[src/rtl/bcd_cascade_counter_pkg.sv]
// Shared constants and helpers for the cascaded BCD/modulo counter.
package bcd_cascade_counter_pkg;

    // Every digit is stored in a nibble regardless of its modulus
    localparam int DIGIT_W = 4;

    // Legal parameter ranges
    localparam int NUM_DIGITS_MIN = 1;
    localparam int NUM_DIGITS_MAX = 8;
    localparam int DIGIT_MOD_MIN  = 2;
    localparam int DIGIT_MOD_MAX  = 16;

    // Per-edge action, encoded so a larger value means higher priority
    typedef enum logic [1:0] {
        ACT_HOLD = 2'd0,
        ACT_EN   = 2'd1,
        ACT_LOAD = 2'd2,
        ACT_CLR  = 2'd3
    } action_e;

    // Resolve the control strobes into the single action taken this edge
    function automatic action_e sel_action(input logic clr, input logic load, input logic en);
        if (clr)       return ACT_CLR;
        else if (load) return ACT_LOAD;
        else if (en)   return ACT_EN;
        else           return ACT_HOLD;
    endfunction

    // Clamp an out-of-range load nibble to the largest legal digit value
    function automatic logic [DIGIT_W-1:0] sat_digit(input logic [DIGIT_W-1:0] val, input int mod);
        if (int'(val) >= mod) return DIGIT_W'(mod - 1);
        else                  return val;
    endfunction

endpackage

[src/rtl/bcd_cascade_counter_digit.sv]
// One digit of the cascade: modulo-DIGIT_MOD up/down register with clear/load.
module counter_digit
    import bcd_cascade_counter_pkg::*;
#(
    parameter int DIGIT_MOD = 10
) (
    input  logic               clk,
    input  logic               rstn,
    input  logic               i_clr,
    input  logic               i_load,
    input  logic [DIGIT_W-1:0] i_load_val,
    input  logic               i_inc,
    input  logic               i_dec,
    output logic [DIGIT_W-1:0] o_digit,
    output logic               o_is_max,
    output logic               o_is_zero
);

    localparam logic [DIGIT_W-1:0] MAX_VAL = DIGIT_W'(DIGIT_MOD - 1);

    logic [DIGIT_W-1:0] r_digit;

    // Digit register: clear beats load beats inc/dec; wraps at both ends
    always_ff @(posedge clk or negedge rstn) begin
        if (!rstn) begin
            r_digit <= '0;
        end else if (i_clr) begin
            r_digit <= '0;
        end else if (i_load) begin
            r_digit <= sat_digit(i_load_val, DIGIT_MOD);
        end else if (i_inc) begin
            r_digit <= (r_digit == MAX_VAL) ? '0 : r_digit + DIGIT_W'(1);
        end else if (i_dec) begin
            r_digit <= (r_digit == '0) ? MAX_VAL : r_digit - DIGIT_W'(1);
        end
    end

    assign o_digit   = r_digit;
    assign o_is_max  = (r_digit == MAX_VAL);
    assign o_is_zero = (r_digit == '0);

endmodule

[src/rtl/bcd_cascade_counter.sv]
// Cascaded modulo counter: NUM_DIGITS digit cells chained by carry/borrow
// prefixes, with a registered wrap pulse (cout) and sticky wrap flag (ovf).
module bcd_cascade_counter
    import bcd_cascade_counter_pkg::*;
#(
    parameter int NUM_DIGITS = 4,
    parameter int DIGIT_MOD  = 10
) (
    input  logic                          clk,
    input  logic                          rstn,
    input  logic                          en,
    input  logic                          up_dn,
    input  logic                          clr,
    input  logic                          load,
    input  logic [NUM_DIGITS*DIGIT_W-1:0] load_val,
    output logic [NUM_DIGITS*DIGIT_W-1:0] cnt,
    output logic                          tc,
    output logic                          cout,
    output logic                          ovf
);

    action_e                               w_act;
    logic [NUM_DIGITS-1:0][DIGIT_W-1:0]    w_load_val;
    logic [NUM_DIGITS-1:0][DIGIT_W-1:0]    w_digits;
    logic [NUM_DIGITS-1:0]                 w_is_max;
    logic [NUM_DIGITS-1:0]                 w_is_zero;
    logic [NUM_DIGITS:0]                   w_up_pfx;
    logic [NUM_DIGITS:0]                   w_dn_pfx;
    logic [NUM_DIGITS-1:0]                 w_inc;
    logic [NUM_DIGITS-1:0]                 w_dec;
    logic                                  w_step;
    logic                                  r_cout;
    logic                                  r_ovf;

    assign w_act      = sel_action(clr, load, en);
    assign w_step     = (w_act == ACT_EN);
    assign w_load_val = load_val;

    // w_up_pfx[k] / w_dn_pfx[k]: all digits below k are at max / zero
    assign w_up_pfx[0] = 1'b1;
    assign w_dn_pfx[0] = 1'b1;

    for (genvar k = 0; k < NUM_DIGITS; k++) begin : g_digit
        assign w_up_pfx[k+1] = w_up_pfx[k] & w_is_max[k];
        assign w_dn_pfx[k+1] = w_dn_pfx[k] & w_is_zero[k];
        assign w_inc[k]      = w_step &  up_dn & w_up_pfx[k];
        assign w_dec[k]      = w_step & ~up_dn & w_dn_pfx[k];

        counter_digit #(
            .DIGIT_MOD (DIGIT_MOD)
        ) u_digit (
            .clk        (clk),
            .rstn       (rstn),
            .i_clr      (clr),
            .i_load     (load),
            .i_load_val (w_load_val[k]),
            .i_inc      (w_inc[k]),
            .i_dec      (w_dec[k]),
            .o_digit    (w_digits[k]),
            .o_is_max   (w_is_max[k]),
            .o_is_zero  (w_is_zero[k])
        );
    end

    // Terminal count looks only at en/direction, never at clr/load
    assign tc = en & (up_dn ? w_up_pfx[NUM_DIGITS] : w_dn_pfx[NUM_DIGITS]);

    // Wrap pulse and sticky flag; only a real count step at tc can wrap
    always_ff @(posedge clk or negedge rstn) begin
        if (!rstn) begin
            r_cout <= 1'b0;
            r_ovf  <= 1'b0;
        end else begin
            case (w_act)
                ACT_CLR: begin
                    r_cout <= 1'b0;
                    r_ovf  <= 1'b0;
                end
                ACT_EN: begin
                    r_cout <= tc;
                    if (tc) r_ovf <= 1'b1;
                end
                default: begin
                    r_cout <= 1'b0;
                end
            endcase
        end
    end

    assign cnt  = w_digits;
    assign cout = r_cout;
    assign ovf  = r_ovf;

endmodule

[config.mk]
export PLATFORM = sky130hd
export DESIGN_NAME = bcd_cascade_counter
export DESIGN_NICKNAME = d
export VERILOG_FILES = /design/src/rtl/bcd_cascade_counter_pkg.sv /design/src/rtl/bcd_cascade_counter_digit.sv /design/src/rtl/bcd_cascade_counter.sv
export SDC_FILE = /design/constraint.sdc
export NUM_CORES = 1
export LEC_CHECK = 0
export ABC_AREA = 1
export BUFFER_PORTS_ARGS = -buffer_cell sky130_fd_sc_hd__buf_4
export CAP_MARGIN = 20
export CORE_MARGIN = 4
export CORE_UTILIZATION = 56
export CTS_CLUSTER_DIAMETER = 120
export DETAILED_ROUTE_END_ITERATION = 7
export PLACE_DENSITY = 0.79
export SLEW_MARGIN = 20
export SYNTH_ARGS = -nofsm -noshare
export SYNTH_HDL_FRONTEND = slang
export SYNTH_SLANG_ARGS = --single-unit
[constraint.sdc]
create_clock -name clk -period 1.85 [get_ports clk]
set_input_delay 0.0925 -clock clk [delete_from_list [all_inputs] [get_ports clk]]
set_output_delay 0.0925 -clock clk [all_outputs]
set_load 0.02 [all_outputs]
==> run metrics, run 1 <==
Slew headroom=77.9%; Vias=2389; worst-path fanout max=4; clock buffer count from CTS=3; post-detail-place hpwl=about 4000 µm; Syn. warnings=0; crit start category=flop; initial cell density of the core=58.7%; Bufs on Longest Clock Path=2; ANT cells=0; CTS tree=built; Synth Instances=314; Hold WC Path Type=in2reg; most frequent cells in the layout=nand2_1 (105), buf_4 (71), nand3_1 (36), nor2_1 (22), inv_1 (21); most common cell after layout, fill and taps aside=nand2_1; H-tree depth=1; TritonRoute pass-1 iters=8; I/O Buffers=40; Critical Path RT=1.76 ns; first-pass GRT wire length=9460 µm; area grow syn2layout=35.7%; Mapped Area=roughly 0.0020 mm²; Synth Register Bits=18; IO Count=41; vias in the first global route=2041; total congestion overflow=0; end-of-flow core utilization=79.6%; DIE AREA=0.00457 mm²; Worst Skew=about 0.0026 ns; Post-Syn Area per Cell=6.33 µm²; failing checks=negative setup slack; Syn Nets=349; initial antenna violation count=0; Seq/Total Area, Yosys=22.7%; Final WS setup=-0.0498 ns; RePlAce Congestion=0.874; status=finished with violations; DRC=0; Routed Antenna Nets=0; share of the synthesized area in the top cell type=22.7%; share of cells above drive strength 1=about 34%; RSZ-0062 raised after global routing=true; PD cells=~560 mW/mm²; FMAX=526 MHz; Worst Tran Pin Value=approximately 0.33 ns; core region area=between 0.003 and 0.004 mm²; Synth area leaders=dfrtp_1 (23%), nand2_1 (20%), nand3_1 (10%), ha_1 (8.2%), inv_1 (5.7%); final WL=between 6000 and 7000 µm; Routed wire per std cell=14.1 µm; Root Buffer Master=clkbuf_4; final hold violation count=0; min Tclk post-route=1.90 ns; Rows=21; final setup vio count=1; period utilization=103%; Via density=5.53; area leader, netlist=dfrtp_1; Place WS=0.111 ns; class of the most critical setup path=reg2out; Layout Nets=423; clock-pin slew on the worst setup and hold paths=0.11 ns; Die Span X=67.6 µm; leak pwr=0.00146 µW; height of the die=67.6 µm; GR Util All Layers=a little over a quarter; Netlist cell types=29; Sink Count=18; kind of end point of the critical path=primary output; max_cap viols=0; Worst EP arrival=1.81 ns; Slew Viols, Final=0; Worst IR Drop VDD=0.508 mV; Skew-Pair Late Insertion Delay=0.32 ns; pin count of the biggest net entering global routing=21; first-iteration detailed-routing DRC count=204
[final cells by class]
type / count / area [µm²]
clock buffers: 3 / 22.5
fillers: 240 / 692
inverters: 34 / 128
multi-input cells: 258 / 1480
flip-flops and latches: 18 / 453
well taps: 46 / 57.6
repair buffers: 73 / 554
[per-layer routing]
layer / GRT usage (%) / vias to the layer above / part of all wire [%] / wire (µm)
met5: 0 / - / 0 / 0
met4: 9.62 / 0 / 1.8 / 110
met3: 4.16 / 11 / 7.9 / 480
met2: 46.3 / 117 / 50 / 3020
met1: 34.5 / 1096 / 41 / 2470
li1: - / 1165 / - / -
[worst max-delay path: stages (launching register included)]
cell and delay (ns):
dfrtp_1 0.44, inv_2 0.10, ha_2 0.21, nand3_2 0.13, nor2_2 0.16, nand2_1 0.08
nand2_1 0.10, inv_2 0.05, nor2_2 0.09, buf_6 0.12
[synth_stat cells]
| cell type | n |
|---|---|
| nand2_1 | 108 |
| nor3_1 | 4 |
| nand4_1 | 5 |
| nor2_8 | 2 |
| inv_2 | 2 |
| o21a_1 | 2 |
| buf_4 | 1 |
| inv_1 | 30 |
| nor2_1 | 26 |
| nor3b_1 | 1 |
| a21oi_1 | 10 |
| xor2_1 | 3 |
| nand3_1 | 40 |
| o21ai_0 | 16 |
| nand2_4 | 3 |
| buf_6 | 1 |
| o211ai_1 | 1 |
| clkinv_1 | 2 |
| buf_2 | 2 |
| nor2_2 | 4 |
| ha_1 | 13 |
| nand2_2 | 1 |
| nand3_2 | 6 |
| nand3_4 | 2 |
| nor3_2 | 1 |
| nor2_4 | 2 |
| o21ai_1 | 4 |
| or2_2 | 4 |
| dfrtp_1 | 18 |
[flip-flops by register name, indices dropped and copies added (netlist names)]
name / cells
cout: 1
ovf: 1
g_digit.u_digit.o_digit: 16
[cell families (layout without fill, tap and decap cells)]
family                     count (synthesis)  after routing  share of synthesized area (%)
buffers and inverters                     38            110                           7.87
adders and majority gates                 13             13                           8.18
AOI/OAI and AO/OA                         33             33                           8.68
DFF                                       18             18                           22.7
xor gates and xnor gates                   3              3                           1.32
and+or+nand+nor                          209            209                           51.3
[metrics by stage]
step	cells	area [µm²]	TNS, ns	total power (µW)	hold slack (ns)
3_3_place_gp	403	2370	0	1130	-0.0157
4_1_cts	423	2590	-0.0339	1440	0.104
3_5_place_dp	403	2370	0	1140	-0.0137
5_1_grt	432	2700	-0.122	1630	0.109
6_report	432	2700	-0.0498	1520	0.0961
2_1_floorplan	314	1990	0	919	-0.203
[power by group]
part / internal [µW] / leakage [µW] / switching, µW / total (µW)
clock network: 76.5 / 0.0000138 / 141 / 218
registers: 432 / 0.000232 / 59.6 / 491
logic: 349 / 0.00121 / 465 / 815
[what timing repair did]
item                       4_1_cts  5_1_grt
gates resized for setup         24       12
pin swaps                       10        7
buffers inserted                16        9
hold buffers                     1        0
setup endpoints to repair        1        8
hold endpoints to repair        18        0
[final timing paths]
kind / startpoint / endpoint / slack (ns) / cells past startpoint
setup / recovery: g_digit[1].u_digit.o_digit[0] / tc / -0.05 / 9
hold / removal: load_val[10] / g_digit[2].u_digit.o_digit[2] / 0.1 / 5
setup reg to reg: g_digit[1].u_digit.o_digit[0] / g_digit[1].u_digit.o_digit[2] / 0.12 / 10
max in group asynchronous: rstn / g_digit[0].u_digit.o_digit[0] / 1.44 / 2
min in group asynchronous: rstn / g_digit[3].u_digit.o_digit[1] / 0.17 / 2
hold reg to reg: ovf / ovf / 0.50 / 2
Power figures use the tool's default switching activity.
==> inputs of run 2 (changes only) <==
- clock period: 1.85 -> 1.8 ns (I/O delays scaled with it)
==> run 2 against run 1 <==
Clock-buffer cell count did not move. Critical path depth rose by 1. Die area did not move. Register-to-register slack got worse by 0.08 ns. Combinational power rose by 16%. Clock skew rose by 0.011 ns. The flow still finishes with violations (negative setup slack). Non-clock buffer count rose by 9. Utilization rose by 5.8 points. Clock power rose by 7%. Worst setup slack got worse by 0.066 ns. Via count rose by 2.5%. Flip-flop and latch count did not move.
==> run metrics, run 2 (synthesis gave the netlist of run 1 again) <==
status=finished with violations; failing checks=negative setup slack; initial antenna violation count=0 (unchanged); min Tclk post-route=between 1.5 and 2 ns; Worst Path Buf+Inv=4 (+1); Bufs on Longest Clock Path=2 (unchanged); height of the die=67.6 µm (unchanged); chain of cells forming the critical path=buf_4 -> buf_6 -> ha_1 -> nand2_2 -> nor3_2 -> nand3_2 -> nand2_2 -> inv_2 -> nor2_2 -> buf_6; Layout Nets=432 (+2.1%); IO Count=41 (unchanged); FMAX=522 MHz; Final WS setup=-0.116 ns (-0.0659 ns); H-tree depth=1 (unchanged); Design Power=1680 µW (+10%); RR Endpoint=g_digit[3].u_digit.o_digit[1]; first-pass GRT wire length=10100 µm (+6.3%); RSZ-0062 raised after global routing=true; reg2reg path depth=11 (+1); Worst EP arrival=1.83 ns (+0.02 ns); kind of end point of the critical path=primary output; Die Span X=67.6 µm (unchanged); most common cell after layout, fill and taps aside=nand2_1; core region area=0.00339 mm² (unchanged); Root Buffer Master=clkbuf_4; worst-path fanout max=6 (+2); class of the most critical setup path=reg2out; slowest CP cell=dfrtp_1; R2R Setup Slk=0.04 ns (-0.08 ns); Hold WC Path Type=in2reg; first-iteration detailed-routing DRC count=272 (+33%); end-of-flow core utilization=85.3% (+5.8 points); I/O Buffers=40 (unchanged); final hold violation count=0 (unchanged); Slew Viols, Final=0 (unchanged); GR Util All Layers=28.7% (+1.6 points); worst r2r src=g_digit[2].u_digit.o_digit[0]; TritonRoute pass-1 iters=7 (-1); area grow syn2layout=45.5%; Worst IR Drop VDD=0.406 mV (-20%); Min-Delay Endpoint=g_digit[0].u_digit.o_digit[3]; final setup vio count=1 (unchanged); DRC=0 (unchanged); Vias=2449 (+2.5%); crit start category=flop; Slew headroom=59.5% (-18 points); leak pwr=0.00156 µW (+7.0%); Skew-Pair Late Insertion Delay=0.32 ns (about the same); most frequent cells in the layout=nand2_1 (103), buf_4 (76), nand3_1 (35), nor2_1 (23), inv_1 (19); period utilization=106%; Critical Path RT=1.71 ns (-0.05 ns); clock buffer count from CTS=3 (unchanged); Rows=21 (unchanged); Worst Skew=0.0135 ns (+0.0109 ns); Worst Tran Pin Value=0.607 ns (+0.275 ns); DIE AREA=0.00457 mm² (unchanged); post-detail-place hpwl=4100 µm (+3.8%); crit-path leading delay family=simple AND/OR/NAND/NOR gates; Via density=5.55 (+0.42%); clock-pin slew on the worst setup and hold paths=0.13 ns (+0.02 ns); total congestion overflow=0 (unchanged); ANT cells=0 (unchanged); vias in the first global route=2223 (+8.9%); Sink Count=18 (unchanged); RePlAce Congestion=0.878 (+0.56%); Routed Antenna Nets=0 (unchanged); Crit path largest cell delay=0.38 ns (-0.06 ns); min-delay src=load_val[3]; pin count of the biggest net entering global routing=19 (-9.5%); cell depth of the worst hold path=4 (-1); initial cell density of the core=58.7% (unchanged); Routed wire per std cell=15.0 µm (+6.4%); PD cells=580 mW/mm² (+2.7%); filler instances=198 (-18%); Largest register FFs=16 (unchanged); final WL=6600 µm (+8.6%); CTS tree=built; max_cap viols=0 (unchanged); share of cells above drive strength 1=38.0% (+3.8 points)
-- run 2: changes by cell type in the layout (fill, tap and decap cells not counted), moves of 3 or more --
cell / previous run / this run
nand2_4: 3 / 6
buf_6: 1 / 4
ha_4: 2 / 5
buf_4: 71 / 76
nand3_4: 3 / 6
-- run 2: final cells by class --
type | count | area (µm²) | area share, %
timing repair buffer | 82 | 646 | 22.3
tap | 46 | 57.6 | 1.99
clock buffer | 3 | 22.5 | 0.779
multi-input combinational | 258 | 1580 | 54.6
sequential | 18 | 455 | 15.7
inverter | 34 | 133 | 4.58
-- run 2: worst register-to-register path, cell delays in order, from the launching register on --
cell and delay (ns):
dfrtp_2 0.47, inv_4 0.09, ha_2 0.20, nand3_2 0.14, nor2_2 0.12, buf_4 0.12, buf_4 0.10, buf_4 0.09
a21oi_2 0.05, buf_4 0.15, nand3_1 0.08, nand2_1 0.06
-- run 2: metal layers --
metal / vias to the layer above / part of all wire [%] / global-route usage (%)
li1: 1182 / - / -
met1: 1108 / 41 / 35.6
met2: 130 / 50 / 49.5
met3: 29 / 6.5 / 4.99
met4: 0 / 2.7 / 10.4
met5: - / 0 / 0
-- run 2: power breakdown --
part / internal [µW] / switching, µW / total (µW)
clock: 78.3 / 154 / 233
sequential: 445 / 57.0 / 502
combinational: 411 / 532 / 943
total: 934 / 743 / 1680
-- run 2: timing repair --
| item | CTS | global route |
|---|---|---|
| pin swaps | 12 | 15 |
| setup endpoints to repair | 1 | 12 |
| hold endpoints to repair | 18 | 0 |
| hold buffers | 1 | 0 |
| buffers inserted | 23 | 7 |
| resized for setup | 43 | 19 |
-- run 2: how the worst max path moves through the flow --
stage                                       start                             to  slack [ns]  depth (start not counted)
floorplan           g_digit[2].u_digit.o_digit[1]                             tc        0.05                          8
global placement    g_digit[0].u_digit.o_digit[1]  g_digit[2].u_digit.o_digit[0]        0.16                          9
detailed placement  g_digit[2].u_digit.o_digit[1]                             tc        0.11                          9
CTS                 g_digit[0].u_digit.o_digit[1]                             tc       -0.02                         10
global route        g_digit[3].u_digit.o_digit[0]                             tc       -0.20                         10
finish              g_digit[3].u_digit.o_digit[0]                             tc       -0.12                         10
-- run 2: stage by stage --
stage          area (µm²)  TNS [ns]  hold WS (ns)  setup slack [ns]  instances
2_1_floorplan        1990         0        -0.206            0.0526        314
3_3_place_gp         2420         0       -0.0173             0.160        410
3_5_place_dp         2420         0       -0.0185             0.105        410
4_1_cts              2770   -0.0172        0.0968           -0.0172        437
5_1_grt              2890    -0.226         0.109            -0.204        441
6_report             2890    -0.116        0.0940            -0.116        441
